File: src/rtl/sc_core_oz_rf_dump.sv
// Debug register-file dumper for sc_core_oz.
// On DumpReq it halts the core, then reads x0..x(NUM_REGS-1) through the RF read port one index
// at a time. Each value is streamed out as {DumpIdx, DumpData} over a valid/ready handshake. The
// core is released after a one-cycle DumpDone pulse.
// Ports:
//   clk, rst        core clock, asynchronous active-high reset
//   DumpReq         start a dump (sampled only when idle)
//   DumpAbort       end the dump early (ignored when idle or done)
//   CoreHalt        core must freeze its PC and suppress RF writes
//   RfRdIdx         RF read address (muxed onto RegSrc1 by the core while halted)
//   RfRdData        combinational RF read data for RfRdIdx
//   DumpValid/Ready beat handshake; DumpIdx/DumpData hold the beat
//   DumpDone        one-cycle pulse at the end of a dump, including an aborted one
module sc_core_oz_rf_dump #(
  parameter int unsigned NUM_REGS = 32,
  parameter int unsigned DATA_W   = 32,
  parameter int unsigned IDX_W    = 5
) (
  input  logic              clk,
  input  logic              rst,
  input  logic              DumpReq,
  input  logic              DumpAbort,
  output logic              CoreHalt,
  output logic [IDX_W-1:0]  RfRdIdx,
  input  logic [DATA_W-1:0] RfRdData,
  output logic              DumpValid,
  input  logic              DumpReady,
  output logic [IDX_W-1:0]  DumpIdx,
  output logic [DATA_W-1:0] DumpData,
  output logic              DumpDone
);

  localparam logic [IDX_W-1:0] LastIdx = IDX_W'(NUM_REGS - 1);

  typedef enum logic [2:0] {StIdle, StHalt, StRead, StSend, StDone} state_e;

  state_e              state_q, state_d;
  logic [IDX_W-1:0]    idx_q, idx_d;
  logic [IDX_W-1:0]    dump_idx_q, dump_idx_d;
  logic [DATA_W-1:0]   dump_data_q, dump_data_d;

  always_ff @(posedge clk or posedge rst) begin
    if (rst) begin
      state_q     <= StIdle;
      idx_q       <= '0;
      dump_idx_q  <= '0;
      dump_data_q <= '0;
    end else begin
      state_q     <= state_d;
      idx_q       <= idx_d;
      dump_idx_q  <= dump_idx_d;
      dump_data_q <= dump_data_d;
    end
  end

  always_comb begin
    state_d     = state_q;
    idx_d       = idx_q;
    dump_idx_d  = dump_idx_q;
    dump_data_d = dump_data_q;
    unique case (state_q)
      // A simultaneous abort is ignored here: the request wins.
      StIdle: if (DumpReq) state_d = StHalt;
      // Drain cycle: lets an in-flight core write land before the first read.
      StHalt: begin
        idx_d   = '0;
        state_d = DumpAbort ? StDone : StRead;
      end
      StRead: begin
        if (DumpAbort) begin
          state_d = StDone;
        end else begin
          dump_idx_d  = idx_q;
          dump_data_d = RfRdData;
          state_d     = StSend;
        end
      end
      StSend: begin
        if (DumpReady) begin
          // An abort coinciding with a handshake still delivers this beat.
          if (DumpAbort || idx_q == LastIdx) begin
            state_d = StDone;
          end else begin
            idx_d   = idx_q + 1'b1;
            state_d = StRead;
          end
        end else if (DumpAbort) begin
          state_d = StDone;
        end
      end
      StDone:  state_d = StIdle;
      default: state_d = StIdle;
    endcase
  end

  // Decoded from state so reset clears them asynchronously.
  assign CoreHalt  = (state_q != StIdle);
  assign DumpValid = (state_q == StSend);
  assign DumpDone  = (state_q == StDone);
  assign RfRdIdx   = (state_q == StRead) ? idx_q : '0;
  assign DumpIdx   = dump_idx_q;
  assign DumpData  = dump_data_q;

endmodule
File: config.mk
export PLATFORM = sky130hd
export DESIGN_NAME = sc_core_oz_rf_dump
export DESIGN_NICKNAME = d
export VERILOG_FILES = /design/src/rtl/sc_core_oz_rf_dump.sv
export SDC_FILE = /design/constraint.sdc
export NUM_CORES = 1
export LEC_CHECK = 0
export CAP_MARGIN = 40
export CORE_MARGIN = 2
export CORE_UTILIZATION = 45
export CTS_CLUSTER_DIAMETER = 50
export DETAILED_ROUTE_END_ITERATION = 10
export GPL_TIMING_DRIVEN = 1
export PLACE_DENSITY = 0.85
export SYNTH_ARGS = -nofsm -noshare
export SYNTH_HDL_FRONTEND = slang
export SYNTH_SLANG_ARGS = --single-unit
File: constraint.sdc
create_clock -name clk -period 5.9 [get_ports clk]
set_input_delay 0.59 -clock clk [delete_from_list [all_inputs] [get_ports clk]]
set_output_delay 0.59 -clock clk [all_outputs]
set_load 0.1 [all_outputs]
==> results.yml <==
outcome:
  run_status: "completed"
sta:
  finalSetupViolCount: 0
  final-max-slew-violation-count: 0
  final_min_period_over_clock_period: 0.4683
  unrepaired_setup_endpoints_after_global_routing: "no"
  max_freq_mhz: 361.9
  tightestPinTransition_ns: 0.7681
  finalHoldViolCount: 0
  timing.final.crit_period_ns: 2.763
  tns_ns: 0
  fin_worst_skew_ns: 0.008024
  slew_headroom: 0.4868
clocking:
  cts_hold_buffers: 0
  post_cts.repair.setup_buffers: 0
  cts-root-buf: "sky130_fd_sc_hd__clkbuf_8"
  tritoncts: "done"
  clock_tree.htree_level_count: 2
  cts.repair.resized: 0
  clkSinkCount: 45
  numCtsBuffers: 5
  clk-insertion-delay-late_ns: 0.30
  clock_tree.buffer_depth: 2
  cts.clk_slew.worst_paths_ns: 0.08
cells_and_area:
  num_antenna_cells: 0
  multi_input_logic_area_um2: 721.9
  final_layout_size_suffix_gt1_frac: 0.2738
  fin_nets: 301
  nFillCells: 156
  register_area_um2: 1126
  syn_to_final_growth_pct: 90.87
drt:
  detail_route.wl_per_cell_um: 19.34
  drt_iter0_markers: 138
  antenna_left: 0
  detailedRoute.firstPassIterationCount: 4
  post_drt_via_cell_ratio: 5.185
  remaining_drc_errors: 0
  via_count: 1623
  detailed_route_wl_mm: 6.052
synthesis:
  synth_compound_gate_area_share: 0.04828
  multiplexer_share_of_the_synthesized_area: 0.2255
  mapped_area_um2: 1892
  synth_adder_area_share: 0.01323
  synth_xor_area_frac: 0
  synth-warning-count: 0
  syn-mean-instance-area_um2: 14.22
  synth_top_family_by_area: "multiplexers"
  fraction_of_the_yosys_area_taken_by_sequential_cells: 0.5952
  synth_cells: 133
  synth_cell_types: 26
  postSynthNetCount: 172
  post_synth_simple_gate_area: 0.09458
  yosys_register_bits: 45
global_routing:
  globalRoute.totalOverflow: 0
  antenna_violations_before_repair: 0
  grt_pass1_wl_mm: 9.080
  first_global_vias: 1764
  maximum_number_of_pins_on_one_net_before_global_route_repair: 46
  grt_use_total: 0.2766
worst_setup_path:
  crit_path_end_kind: "output pin"
  worstPathArrival_ns: 2.17
  startpoint_of_the_worst_slack_reg_to_reg_timing_path: "idx_q[0]"
  timing.critical_path.slowest_stage_cell: "sky130_fd_sc_hd__clkdlybuf4s50_1"
  timing.critical_path.from: "state_q[2]"
  critical_path.max_stage_delay_ns: 0.52
  ordered_list_of_cells_on_the_worst_path: "nor2_1, and3_1, clkdlybuf4s50_1, buf_8"
  start_kind: "flop"
  cp_max_fo: 9
  cp.required_ns: 5.31
  startpoint_to_endpoint_class_of_the_critical_path: "reg2out"
placement:
  hpwlAfterDp_mm: 4.408
  finalWeightedCongestion: 0.8819
  place.port_buffers: 81
floorplan:
  io_pins: 82
  initial_utilization: 0.4696
  die_height_um: 68.84
  placement_rows: 23
  core_region_area_um2: 4029
  die_width_um: 68.84
  fp.dieArea_um2: 4739
job:
  maxCapViolCount: 0
hold_path:
  min-delay-path-class: "reg2reg"
  hold_path_startpoint: "DumpData[4]"
[state kept, by name (all words and copies together) (netlist names)]
name and count:
state_q 3, DumpIdx 5, DumpData 32, idx_q 5
[synth_stat cells]
master,number,area share
sky130_fd_sc_hd__dfrtp_1,45,0.60
sky130_fd_sc_hd__mux2_1,22,0.13
sky130_fd_sc_hd__mux2_2,15,0.089
sky130_fd_sc_hd__and3_1,8,0.026
sky130_fd_sc_hd__nand2_1,5,0.0099
sky130_fd_sc_hd__a21oi_1,4,0.011
sky130_fd_sc_hd__buf_4,3,0.012
sky130_fd_sc_hd__nor2_1,3,0.0060
sky130_fd_sc_hd__a211o_1,2,0.0093
sky130_fd_sc_hd__a22o_1,2,0.0093
sky130_fd_sc_hd__and2_1,2,0.0066
sky130_fd_sc_hd__and4b_1,2,0.011
sky130_fd_sc_hd__buf_2,2,0.0053
sky130_fd_sc_hd__ha_1,2,0.013
sky130_fd_sc_hd__inv_1,2,0.0040
sky130_fd_sc_hd__nand2b_1,2,0.0066
sky130_fd_sc_hd__nor3b_1,2,0.0079
sky130_fd_sc_hd__o21ai_0,2,0.0053
sky130_fd_sc_hd__a2111oi_0,1,0.0046
sky130_fd_sc_hd__and3b_1,1,0.0046
sky130_fd_sc_hd__clkbuf_1,1,0.0020
sky130_fd_sc_hd__mux2i_1,1,0.0053
sky130_fd_sc_hd__nand2b_4,1,0.0073
sky130_fd_sc_hd__nor3_4,1,0.0086
sky130_fd_sc_hd__o21ba_2,1,0.0053
sky130_fd_sc_hd__o21bai_1,1,0.0040
[critical path, delay by kind of cell, from the launching register on]
kind	cells	cell delay (ns)
DFF	1	0.51
buffers and inverters	2	0.72
and+or+nand+nor	2	0.64
[metal layers]
metal | routed length [um] | global-route usage | part of all wire
met5 | 0 | 0 | 0
met1 | 2154 | 0.2972 | 0.36
met2 | 3309 | 0.5216 | 0.55
met3 | 345 | 0.04870 | 0.057
met4 | 241 | 0.1275 | 0.040
[per-stage QoR]
stage	util	std cells	instance area [um2]	hold slack [ns]	setup slack, ns
floorplan	-	133	1892	0.5036	3.799
global placement	0.6811	260	2744	0.4675	3.306
detailed placement	0.8674	305	3495	0.4767	3.512
CTS	0.8963	313	3611	0.4982	3.176
global route	0.8963	313	3611	0.5142	3.086
finish	0.8963	313	3611	0.4948	3.137
[final cells by class]
type	instances	share of cell area
Clock buffer	7	0.02391
Clock inverter	1	0.008316
Inverter	2	0.002079
Multi-Input combinational cell	80	0.1999
Sequential cell	45	0.3119
Tap cell	50	0.01733
Timing Repair Buffer	128	0.4366
[worst paths after layout]
path	to	depth (start not counted)	slack, ns
max reg2reg	idx_q[2]	6	3.48
max in group asynchronous	state_q[1]	3	4.77
min	DumpData[4]	1	0.49
max	RfRdIdx[2]	4	3.14
min in group asynchronous	DumpData[7]	3	0.75
min reg2reg	DumpData[4]	1	0.49
[cells in the final DEF, fill, tap and decap left out, types with 3 or more instances in the layout]
cell type and instances:
sky130_fd_sc_hd__clkdlybuf4s50_1 81, sky130_fd_sc_hd__and3_1 8, sky130_fd_sc_hd__nand2_1 5, sky130_fd_sc_hd__mux2_1 22, sky130_fd_sc_hd__nor2_1 3, sky130_fd_sc_hd__a21oi_1 4, sky130_fd_sc_hd__dfrtp_1 45, sky130_fd_sc_hd__buf_8 39
sky130_fd_sc_hd__mux2_2 15, sky130_fd_sc_hd__buf_16 6, sky130_fd_sc_hd__clkbuf_8 6
[cell families (layout without fill, tap and decap cells)]
kind of cell,count (synthesis),count (layout)
buffers and inverters,8,138
DFF,45,45
and+or+nand+nor,27,27
AOI/OAI and AO/OA,13,13
adders and majority gates,2,2
muxes,38,38
Power is left out: the tool's default activity adds up to more than one toggle a clock period on the data nets, which glitch-free logic cannot reach.
